[src/rtl/fp_bcd2bin_seq.sv]
// Sequential fixed-point BCD (6.6 digits) to binary (40-bit, FRAC_BITS fraction) converter.
// Doubles the BCD operand FRAC_BITS times, rounds half-up, then Horner-evaluates the 13 integer digits.
module fp_bcd2bin_seq #(
  parameter int FRAC_BITS = 20
) (
  input  logic        clk,
  input  logic        reset,
  input  logic        start,
  input  logic [47:0] fp_bcd,
  output logic        busy,
  output logic        done,
  output logic [39:0] fp_bin
);

  typedef enum logic [1:0] {IDLE, DBL, RND, CONV} state_t;

  localparam logic [4:0] LAST_DBL = 5'(FRAC_BITS - 1);

  state_t      state_q;
  logic [75:0] acc_q;
  logic [51:0] rbcd_q;
  logic [43:0] bin_q;
  logic [4:0]  cnt_q;
  logic [3:0]  idx_q;
  logic        busy_q;
  logic        done_q;
  logic [39:0] fp_bin_q;

  logic [75:0] acc_d;
  logic [51:0] rbcd_d;
  logic [43:0] bin_d;
  logic [12:0] inc_c;
  logic [3:0]  rdig [16];
  logic [3:0]  cur_dig;

  // Each doubled digit is 2d mod 10 plus a carry that is simply (lower digit >= 5).
  generate
    for (genvar gi = 0; gi < 19; gi++) begin : g_dbl
      logic [3:0] dig;
      logic [3:0] lo;
      assign dig = acc_q[4*gi +: 4];
      assign lo  = (dig >= 4'd5) ? ({dig[2:0], 1'b0} + 4'd6) : {dig[2:0], 1'b0};
      if (gi == 0) begin : g_lsd
        assign acc_d[3:0] = lo;
      end else begin : g_up
        assign acc_d[4*gi +: 4] = lo | {3'b000, (acc_q[4*(gi-1) +: 4] >= 4'd5)};
      end
    end
  endgenerate

  // Rounding increment ripples through trailing nines of the 13 integer digits.
  assign inc_c[0] = (acc_q[23:20] >= 4'd5);
  generate
    for (genvar gi = 0; gi < 13; gi++) begin : g_inc
      logic [3:0] dig;
      assign dig = acc_q[24 + 4*gi +: 4];
      assign rbcd_d[4*gi +: 4] = inc_c[gi] ? ((dig == 4'd9) ? 4'd0 : dig + 4'd1) : dig;
      if (gi < 12) begin : g_carry
        assign inc_c[gi+1] = inc_c[gi] & (dig == 4'd9);
      end
    end
  endgenerate

  generate
    for (genvar gi = 0; gi < 16; gi++) begin : g_sel
      if (gi < 13) begin : g_dig
        assign rdig[gi] = rbcd_q[4*gi +: 4];
      end else begin : g_pad
        assign rdig[gi] = 4'd0;
      end
    end
  endgenerate

  assign cur_dig = rdig[idx_q];
  assign bin_d   = (bin_q << 3) + (bin_q << 1) + {40'd0, cur_dig};

  always_ff @(posedge clk or posedge reset) begin
    if (reset) begin
      state_q  <= IDLE;
      acc_q    <= '0;
      rbcd_q   <= '0;
      bin_q    <= '0;
      cnt_q    <= '0;
      idx_q    <= '0;
      busy_q   <= 1'b0;
      done_q   <= 1'b0;
      fp_bin_q <= '0;
    end else begin
      done_q <= 1'b0;
      case (state_q)
        IDLE: begin
          if (start) begin
            acc_q   <= {28'd0, fp_bcd};
            cnt_q   <= '0;
            busy_q  <= 1'b1;
            state_q <= DBL;
          end
        end
        DBL: begin
          acc_q <= acc_d;
          cnt_q <= cnt_q + 5'd1;
          if (cnt_q == LAST_DBL) begin
            state_q <= RND;
          end
        end
        RND: begin
          rbcd_q  <= rbcd_d;
          bin_q   <= '0;
          idx_q   <= 4'd12;
          state_q <= CONV;
        end
        CONV: begin
          bin_q <= bin_d;
          idx_q <= idx_q - 4'd1;
          if (idx_q == 4'd0) begin
            fp_bin_q <= bin_d[39:0];
            done_q   <= 1'b1;
            busy_q   <= 1'b0;
            state_q  <= IDLE;
          end
        end
        default: begin
          busy_q  <= 1'b0;
          state_q <= IDLE;
        end
      endcase
    end
  end

  assign busy   = busy_q;
  assign done   = done_q;
  assign fp_bin = fp_bin_q;

endmodule

[config.mk]
export PLATFORM = sky130hd
export DESIGN_NAME = fp_bcd2bin_seq
export DESIGN_NICKNAME = d
export VERILOG_FILES = /design/src/rtl/fp_bcd2bin_seq.sv
export SDC_FILE = /design/constraint.sdc
export NUM_CORES = 1
export LEC_CHECK = 0
export ABC_CLOCK_PERIOD_IN_PS = 6800
export BUFFER_PORTS_ARGS = -buffer_cell sky130_fd_sc_hd__buf_4
export CORE_MARGIN = 2
export CORE_UTILIZATION = 50
export DETAILED_ROUTE_END_ITERATION = 16
export GPL_TIMING_DRIVEN = 0
export PLACE_DENSITY_LB_ADDON = 0.25
export REMOVE_ABC_BUFFERS = 1
export SYNTH_ARGS = -nofsm -noshare
export SYNTH_HDL_FRONTEND = slang
export SYNTH_SLANG_ARGS = --single-unit
[constraint.sdc]
create_clock -name clk -period 6.8 [get_ports clk]
set_input_delay 1.02 -clock clk [delete_from_list [all_inputs] [get_ports clk]]
set_output_delay 1.02 -clock clk [all_outputs]
set_load 0.1 [all_outputs]
==> out/qor.yml, run 1 <==
routing:
  drc: 0
  drt-total-wl_um: 31480
  wl_per_cell_um: 15.81
  drtIter0Drc: 743
  drt-pass1-iter-count: 5
  ant_nets: 0
  num_vias: 11480
  viasPerCell: 5.768
setup_path:
  criticalPathCategory: "reg2reg"
  end_kind: "flip-flop"
  rr_startpoint: "idx_q[0]$_DFFE_PP0P_"
  crit_fanout: 17
  arrival_ns: 5.55
  start_kind: "flip-flop"
  worstSetupStartpoint: "idx_q[0]$_DFFE_PP0P_"
  endpoint: "bin_q[32]$_DFFE_PP0P_"
  r2r_end: "bin_q[32]$_DFFE_PP0P_"
  reg2reg_depth: 14
  reg2reg_slack_ns: 1.66
  critPathRequiredTime_ns: 7.22
clocking:
  ctsRootBufferMaster: "clkbuf_16"
  htreeDepth: 1
  ctsHoldBuffers: 0
  clkSinkCount: 220
  insertion_delay_ns: 0.54
  path_clk_slew_ns: 0.06
  cts_made_buffers: 25
  cts_max_path_buffers: 3
  postCtsSetupRepairBufs: 0
  tritoncts: "built"
  cts_resized: 0
final_layout:
  multi_input_area_sq_um: 7949
  nets: 1795
  fin_area_sq_um: 15810
  fillers: 2482
  seq_area_sq_um: 5505
  areaGrowthSynthToFinish_pct: 12.77
  antenna_cells: 0
  drive_above_1_share_pct: 10.66
min_path:
  hp-class: "reg2reg"
  hold_depth: 2
placed_design:
  portBuffers: 92
  post-place-ws_ns: 1.743
  dpl.hpwl_um: 21920
  dpl-instance-area_sq_um: 15010
  place_congestion: 0.8551
logic_synthesis:
  synth.most_common_cell: "dfrtp_1"
  synthFlopType: "dfrtp_1"
  yosys-top-cells-area: "dfrtp_1 (39%), ha_1 (13%), nand2_1 (5.0%)"
  synth_common_cells: "dfrtp_1 (220), nand2_1 (187), ha_1 (144), o21ai_0 (135), nor2_1 (133)"
  yosysTopAreaCell: "dfrtp_1"
  syn_area_sq_um: 14020
  postSynth.asyncResetShare_pct: 100.0
  ys_seq_area_share_pct: 39.28
  synth_seq_cells: 220
  ys_warn_count: 0
  synth.top_cell.area_share_pct: 39.28
  synth_area_per_cell_sq_um: 8.996
  ys_types: 75
  synth-edff-count: 0
  synthCells: 1558
power_and_ir_drop:
  p_leak_nw: 7.419
  finalPower_w: 0.006581
  cellPowerDensity_nw_per_um2: 416.3
  ir_worst_vdd_uv: 224.2
timing:
  max_freq_ghz: 0.1947
  rsz0062_at_grt: "no"
  hold_viol: 0
  fin_crit_sh_pct: 75.53
  setup_ws_ns: 1.664
  min_period_ns: 5.136
  relSlewSlack_pct: 13.52
  setup_violations: 0
  maxSlewViolCount: 0
  tightest_slew_ns: 1.297
  fin_skew_ns: 0.01374
floorplan:
  die_area_sq_um: 29390
  dieHeight_um: 171.4
  fp-row-count: 61
  initial_core_util_pct: 50.59
  io_pins: 93
  core_area_sq_um: 27710
  die_x_um: 171.4
outcome:
  status: "complete, no violations"
global_routing:
  grt_max_degree: 117
  grt-ovfl-total: 0
  grtUsageTotal_pct: 21.93
  grt.busiest_layer: "met2"
  use_met3_pct: 2.623
  gr-usage-met2_pct: 36.51
  grt_pass1_wl_um: 53610
  met1_usage_pct: 30.56
  grt_pass1_vias: 10940
  antenna_found_initial: 0
flow_run:
  cap_violations: 0
## through the flow
stage	instances	hold slack [ns]	utilization (%)	setup TNS, ns
after floorplan	1473	0.4661	-	-53.03
after global placement	1943	0.4620	53.48	-648.51
after detailed placement	1949	0.4706	54.19	0
after CTS	1991	0.4849	57.05	0
after global routing	1991	0.5006	57.05	0
final	1991	0.4760	57.05	0
## where the power goes
group / internal, W / total, W / switching, W
clock network: 0.000791 / 0.00133 / 0.000542
logic: 0.00120 / 0.00306 / 0.00186
registers: 0.00174 / 0.00219 / 0.000445
total: 0.00373 / 0.00658 / 0.00285
## worst min-delay path by stage
stage / start / to / slack, ns
after floorplan: bin_q[37]$_DFFE_PP0P_ / bin_q[37]$_DFFE_PP0P_ / 0.47
after global placement: fp_bin[13]$_DFFE_PP0P_ / fp_bin[13]$_DFFE_PP0P_ / 0.46
after detailed placement: fp_bin[2]$_DFFE_PP0P_ / fp_bin[2]$_DFFE_PP0P_ / 0.47
after CTS: fp_bin[16]$_DFFE_PP0P_ / fp_bin[16]$_DFFE_PP0P_ / 0.48
after global routing: fp_bin[21]$_DFFE_PP0P_ / fp_bin[21]$_DFFE_PP0P_ / 0.50
final: fp_bin[14]$_DFFE_PP0P_ / fp_bin[14]$_DFFE_PP0P_ / 0.48
## worst max-delay path, cell delays in order (launching register included)
cell and delay [ns]:
dfrtp_1 0.99, mux4_2 0.61, a221oi_1 0.43, a31o_2 0.19
fa_1 0.40, inv_1 0.11, fa_1 0.25, a211oi_1 0.11
o21a_1 0.23, nand3b_1 0.21, a21o_1 0.22, o311a_4 0.42
a2111oi_2 0.40, o21ai_1 0.15, a32o_1 0.26
## cells by family (layout without fill, tap and decap cells)
group / count (synthesis) / after routing / synth area share, %
simple gates: 490 / 490 / 16.15
compound gates: 473 / 473 / 20.77
flops: 220 / 220 / 39.28
buf+inv: 149 / 204 / 4.294
fa+ha+maj: 146 / 146 / 13.14
mux: 31 / 31 / 3.303
xor+xnor: 49 / 49 / 3.062
## layout make-up
class                      instances  share of cell area (%)
tap                              378                   2.992
multi-input combinational       1189                   50.29
clock inverter                     6                  0.5304
timing repair buffer              98                   5.319
sequential                       220                   34.83
inverter                          64                   1.567
clock buffer                      36                   4.472
## sequential cells by signal, indices dropped and copies added (netlist names)
signal and cells:
acc_q 76, rbcd_q 52, fp_bin 40, bin_q 39, cnt_q 5, idx_q 4, state_q 2, busy 1
done 1
## cells in the final DEF, fill, tap and decap left out, types with 11 or more instances in the layout
master	instances
nand4_1	12
nor3_1	33
nand3_1	31
a32o_1	11
a32oi_1	11
mux4_2	12
a21oi_1	123
o22ai_1	34
buf_4	92
dfrtp_1	220
xor2_1	13
nand2_1	185
o211ai_1	11
or3_1	22
a31oi_1	27
a21o_1	26
a22oi_1	22
inv_1	61
o21ai_0	135
o31ai_1	15
and2_1	11
mux2i_1	17
xnor2_1	36
nor2_1	131
ha_1	143
clkbuf_16	25
nand2b_1	21
## per-layer routing
layer	vias to the layer above	wire, um
met2	233	15000
li1	5665	-
met1	5536	14580
met5	-	0
met3	50	1264
met4	0	632
Power figures use the tool's default switching activity.
==> inputs of run 2 (changes only) <==
--- a/config.mk
+++ b/config.mk
@@ -5,7 +5,8 @@
 export SDC_FILE = /design/constraint.sdc
 export NUM_CORES = 1
 export LEC_CHECK = 0
-export ABC_CLOCK_PERIOD_IN_PS = 6800
+export ABC_AREA = 1
+export ABC_CLOCK_PERIOD_IN_PS = 4200
 export BUFFER_PORTS_ARGS = -buffer_cell sky130_fd_sc_hd__buf_4
 export CORE_MARGIN = 2
 export CORE_UTILIZATION = 50
==> constraint.sdc (replaced) <==
create_clock -name clk -period 4.2 [get_ports clk]
set_input_delay 0.63 -clock clk [delete_from_list [all_inputs] [get_ports clk]]
set_output_delay 0.63 -clock clk [all_outputs]
set_load 0.1 [all_outputs]
==> out/qor.yml, run 2 <==
logic_synthesis:
  yosysTopAreaCell: "dfrtp_1"
  synthFlopType: "dfrtp_1"
  postSynth.asyncResetShare_pct: 100.0
  yosys-top-cells-area: "dfrtp_1 (38%), ha_1 (12%), nand2_1 (11%)"
  synth-edff-count: 0
  synth_area_per_cell_sq_um: 7.784
  synth.most_common_cell: "nand2_1"
  ys_warn_count: 0
  synth_seq_cells: 220
  syn_area_sq_um: 14620
  ys_seq_area_share_pct: 37.66
  ys_types: 50
  synthCells: 1878
  synth.top_cell.area_share_pct: 37.66
  synth_common_cells: "nand2_1 (418), dfrtp_1 (220), inv_1 (208), o21ai_0 (199), ha_1 (144)"
flow_run:
  cap_violations: 0
final_layout:
  fillers: 2610
  largest_reg_flops: 76
  top_register: "acc_q"
  final_cells: 2372
  drive_above_1_share_pct: 10.92
  final_common_cell: "nand2_1"
  areaGrowthSynthToFinish_pct: 15.50
  antenna_cells: 0
  final_cell_mix: "nand2_1 (416), dfrtp_1 (218), inv_1 (203)"
  nets: 2165
  fin_util_pct: 58.67
placed_design:
  place_congestion: 0.9326
  dpl.hpwl_um: 26020
  portBuffers: 92
  place_inst: 2302
  post-place-ws_ns: -1.775
timing:
  maxSlewViolCount: 0
  max_freq_ghz: 0.2491
  setup_ws_ns: 0.1849
  relSlewSlack_pct: 31.51
  rsz0062_at_grt: "no"
  setup_tns_ns: 0
  hold_viol: 0
  fin_skew_ns: 0.02771
  fin_crit_sh_pct: 95.60
  min_period_ns: 4.015
  tightest_slew_ns: 1.027
  setup_violations: 0
floorplan:
  core_area_sq_um: 28780
  dieHeight_um: 175.0
  fp-row-count: 62
  initial_core_util_pct: 50.80
  die_area_sq_um: 30620
  io_pins: 93
  die_x_um: 175.0
setup_path:
  criticalPathCategory: "reg2reg"
  end_kind: "flip-flop"
  worst_path_largest_cell_delay_ns: 0.51
  crit_path_cell_trace: "clkinvlp_4 > a21oi_1 > o21ai_0 > o21ai_0 > o21ai_0 > o21ai_0 > inv_1 > fa_1 > inv_1 > fa_2 > nand2_1 > nand3_1 > o21a_1 > nand2_1 > nand2_1 > nand4_1 > nand3_2 > nand2_1 > nand2_1 > or2_2 > nand3_1 > nand2_1"
  start_kind: "flip-flop"
  crit_fanout: 6
  cp_common_cell: "nand2_1"
  arrival_ns: 4.45
  slowest_stage: "dfrtp_4"
  critPathRequiredTime_ns: 4.63
routing:
  ant_nets: 0
  num_vias: 13200
  drt-pass1-iter-count: 5
  drtIter0Drc: 683
  wl_per_cell_um: 15.83
  viasPerCell: 5.563
  drt-total-wl_um: 37550
  drc: 0
clocking:
  cts_max_path_buffers: 3
  cts_made_buffers: 27
  insertion_delay_ns: 0.57
  path_clk_slew_ns: 0.06
  tritoncts: "built"
  htreeDepth: 1
  ctsRootBufferMaster: "clkbuf_16"
  clkSinkCount: 220
global_routing:
  grtUsageTotal_pct: 24.36
  grt_max_degree: 116
  grt_pass1_wl_um: 62110
  grt_pass1_vias: 12870
  grt-ovfl-total: 0
  antenna_found_initial: 0
power_and_ir_drop:
  finalPower_w: 0.01214
  ir_worst_vdd_uv: 422.7
  cellPowerDensity_nw_per_um2: 718.8
  p_leak_nw: 8.320
outcome:
  status: "complete, no violations"
min_path:
  hp-class: "in2async"
run 2: logic make-up after synthesis:
kind of cell	Yosys count	synth area share, %
AO/OA/AOI/OAI	458	18.14
XOR/XNOR	45	2.696
adder cells (fa/ha/maj)	146	12.60
buffers and inverters	271	6.993
flip-flops	220	37.66
AND/OR/NAND/NOR	738	21.92
run 2: stage by stage:
step	hold slack, ns	cell area, sq um
after floorplan	0.4436	14410
after global placement	0.4599	15580
after detailed placement	0.4617	15670
after CTS	0.2625	16750
after global routing	0.2813	16880
final	0.2532	16880
run 2: worst max-delay path: cells and delay by family (launching register included):
kind | cells | cell delay (ns)
AOI/OAI and AO/OA | 6 | 0.84
buffers and inverters | 3 | 0.36
adders and majority gates | 2 | 0.91
and+or+nand+nor | 11 | 1.26
DFF | 1 | 0.51
run 2: cell type report:
cell class	instances	area, sq um	area share, %
tap	384	480.5	2.846
clock buffer	38	817.0	4.839
clock inverter	11	157.7	0.9337
sequential	220	5510	32.63
inverter	216	842.1	4.987
multi-input combinational	1387	8159	48.32
timing repair buffer	112	890.9	5.276
timing repair inverter	4	27.53	0.1630
run 2: power by group:
part	switching, W	leakage, nW	internal [W]
Clock	0.000957	0.478	0.00154
Combinational	0.00404	4.93	0.00199
Sequential	0.000695	2.91	0.00291
run 2: worst paths after layout:
path / from / end / slack, ns / cells past startpoint
setup / recovery: idx_q[0]$_DFFE_PP0P_ / bin_q[30]$_DFFE_PP0P_ / 0.18 / 22
hold / removal: reset / fp_bin[9]$_DFFE_PP0P_ / 0.25 / 2
setup reg to reg: idx_q[0]$_DFFE_PP0P_ / bin_q[30]$_DFFE_PP0P_ / 0.18 / 22
hold reg to reg: fp_bin[20]$_DFFE_PP0P_ / fp_bin[20]$_DFFE_PP0P_ / 0.48 / 2
max in group asynchronous: reset / idx_q[0]$_DFFE_PP0P_ / 2.92 / 3
min in group clk: fp_bcd[37] / acc_q[37]$_DFFE_PP0P_ / 0.28 / 3
run 2: what timing repair did:
item / in CTS / in global routing
gates cloned: 3 / 1
endpoints found under the setup margin: 148 / 74
buffers inserted: 6 / 11
pin swaps: 0 / 1
gates resized for setup: 14 / 12
hold buffers: 0 / 0
run 2: layer usage:
metal	share of wire, %	GRT usage [%]	vias to the layer above
met5	0	0	-
met4	3.5	8.542	0
li1	-	-	6534
met2	48	42.41	330
met3	4.1	2.633	79
met1	44	31.51	6253
==> inputs of run 3 (changes only) <==
--- a/config.mk
+++ b/config.mk
@@ -5,7 +5,6 @@
 export SDC_FILE = /design/constraint.sdc
 export NUM_CORES = 1
 export LEC_CHECK = 0
-export ABC_AREA = 1
 export ABC_CLOCK_PERIOD_IN_PS = 4200
 export BUFFER_PORTS_ARGS = -buffer_cell sky130_fd_sc_hd__buf_4
 export CORE_MARGIN = 2
==> out/qor.yml, run 3 (synthesized netlist as in run 1, its figures left out) <==
floorplan:
  die_x_um: 171.4
  initial_core_util_pct: 50.59
  fp-row-count: 61
  dieHeight_um: 171.4
  io_pins: 93
  die_area_sq_um: 29390
  core_area_sq_um: 27710
final_layout:
  seq_area_sq_um: 5512
  final_cell_mix: "dfrtp_1 (217), nand2_1 (185), ha_1 (141)"
  largest_reg_flops: 76
  multi_input_area_sq_um: 8087
  fin_util_pct: 57.92
  fillers: 2465
  areaGrowthSynthToFinish_pct: 14.49
  antenna_cells: 0
  top_register: "acc_q"
  drive_above_1_share_pct: 12.75
  final_common_cell: "dfrtp_1"
  nets: 1805
clocking:
  cts_made_buffers: 25
  insertion_delay_ns: 0.54
  htreeDepth: 1
  ctsRootBufferMaster: "clkbuf_16"
  clkSinkCount: 220
  tritoncts: "built"
  path_clk_slew_ns: 0.06
  cts_max_path_buffers: 3
timing:
  fin_skew_ns: 0.01206
  max_freq_ghz: 0.2338
  setup_tns_ns: -0.2144
  hold_viol: 0
  setup_ws_ns: -0.07672
  rsz0062_at_grt: "yes"
  fin_crit_sh_pct: 101.8
  min_period_ns: 4.277
  maxSlewViolCount: 0
  setup_violations: 5
  tightest_slew_ns: 1.303
  relSlewSlack_pct: 13.14
  whs_ns: 0.2455
placed_design:
  post-place-ws_ns: -0.8574
  place_congestion: 0.8551
  dpl.hpwl_um: 21920
  portBuffers: 92
global_routing:
  grt-ovfl-total: 0
  grt_pass1_vias: 11010
  grt_max_degree: 117
  grtUsageTotal_pct: 22.15
  antenna_found_initial: 0
  grt_pass1_wl_um: 54030
power_and_ir_drop:
  cellPowerDensity_nw_per_um2: 674.8
  p_leak_nw: 7.484
  ir_worst_vdd_uv: 382.9
  finalPower_w: 0.01083
routing:
  ant_nets: 0
  drt-pass1-iter-count: 5
  num_vias: 11560
  dr_wl_met2_um: 15350
  viasPerCell: 5.775
  drc: 0
  drtIter0Drc: 714
  top_layer_used: "met4"
  drt-total-wl_um: 32030
  met1_length_um: 14710
  dr_wl_met3_um: 1302
  wl_per_cell_um: 16.01
setup_path:
  criticalPathCategory: "reg2reg"
  critPathRequiredTime_ns: 4.62
  arrival_ns: 4.69
  crit_fanout: 7
  slowest_stage: "mux4_2"
  start_kind: "flip-flop"
  worst_path_largest_cell_delay_ns: 0.52
  crit_path_cell_trace: "buf_6 > mux4_2 > a221oi_4 > a31o_2 > fa_1 > inv_2 > fa_2 > a211oi_2 > o21a_1 > nand3b_1 > a21o_1 > o311a_4 > a2111oi_4 > o21ai_1 > a32o_1"
  reg2reg_slack_ns: -0.08
  end_kind: "flip-flop"
  critPathTopFamily: "compound AO/OA/AOI/OAI gates"
  crit_buf_inv: 2
outcome:
  violations: "negative setup slack"
  status: "finished with violations"
min_path:
  hp-class: "in2async"
flow_run:
  cap_violations: 0
run 3: timing repair:
item,4_1_cts,5_1_grt
endpoints found under the setup margin,59,39
gates resized for setup,16,20
buffers inserted,7,3
hold buffers,0,0
pin swaps,6,5
run 3: final timing paths:
kind / start / endpoint / depth (start not counted)
setup / recovery: idx_q[0]$_DFFE_PP0P_ / bin_q[32]$_DFFE_PP0P_ / 15
hold / removal: reset / fp_bin[11]$_DFFE_PP0P_ / 2
setup reg to reg: idx_q[0]$_DFFE_PP0P_ / bin_q[32]$_DFFE_PP0P_ / 15
hold reg to reg: fp_bin[14]$_DFFE_PP0P_ / fp_bin[14]$_DFFE_PP0P_ / 2
max in group asynchronous: reset / acc_q[36]$_DFFE_PP0P_ / 3
min in group clk: fp_bcd[31] / acc_q[31]$_DFFE_PP0P_ / 3
run 3: report_power, final:
part	total (W)	leakage [nW]	internal, W	switching (W)
Clock	0.00216	0.390	0.00128	0.000878
Sequential	0.00354	2.87	0.00283	0.000709
Combinational	0.00513	4.23	0.00203	0.00311
Total	0.0108	7.48	0.00614	0.00469
run 3: metrics by stage:
stage               std cells  area, sq um
detailed placement       1949        15010
CTS                      1998        15940
floorplan                1473        13650
global route             2001        16050
global placement         1943        14820
finish                   2001        16050
run 3: worst reg2reg max path, stage by stage, from the launching register on:
cell	delay (ns)
dfrtp_4	0.51
buf_6	0.13
mux4_2	0.52
a221oi_4	0.29
a31o_2	0.16
fa_1	0.42
inv_2	0.08
fa_2	0.21
a211oi_2	0.08
o21a_1	0.20
nand3b_1	0.18
a21o_1	0.24
o311a_4	0.38
a2111oi_4	0.36
o21ai_1	0.15
a32o_1	0.26
run 3: area by class of cell:
class	instances	share of cell area [%]
clock buffers	36	4.405
clock inverters	6	0.5224
inverters	64	1.552
multi-input cells	1189	50.39
flip-flops and latches	220	34.35
well taps	378	2.947
repair buffers	108	5.832
run 3: metal layers:
layer,track usage [%],up-vias
li1,-,5697
met1,30.76,5571
met2,36.88,236
met3,2.646,52
met4,5.711,0
met5,0,-
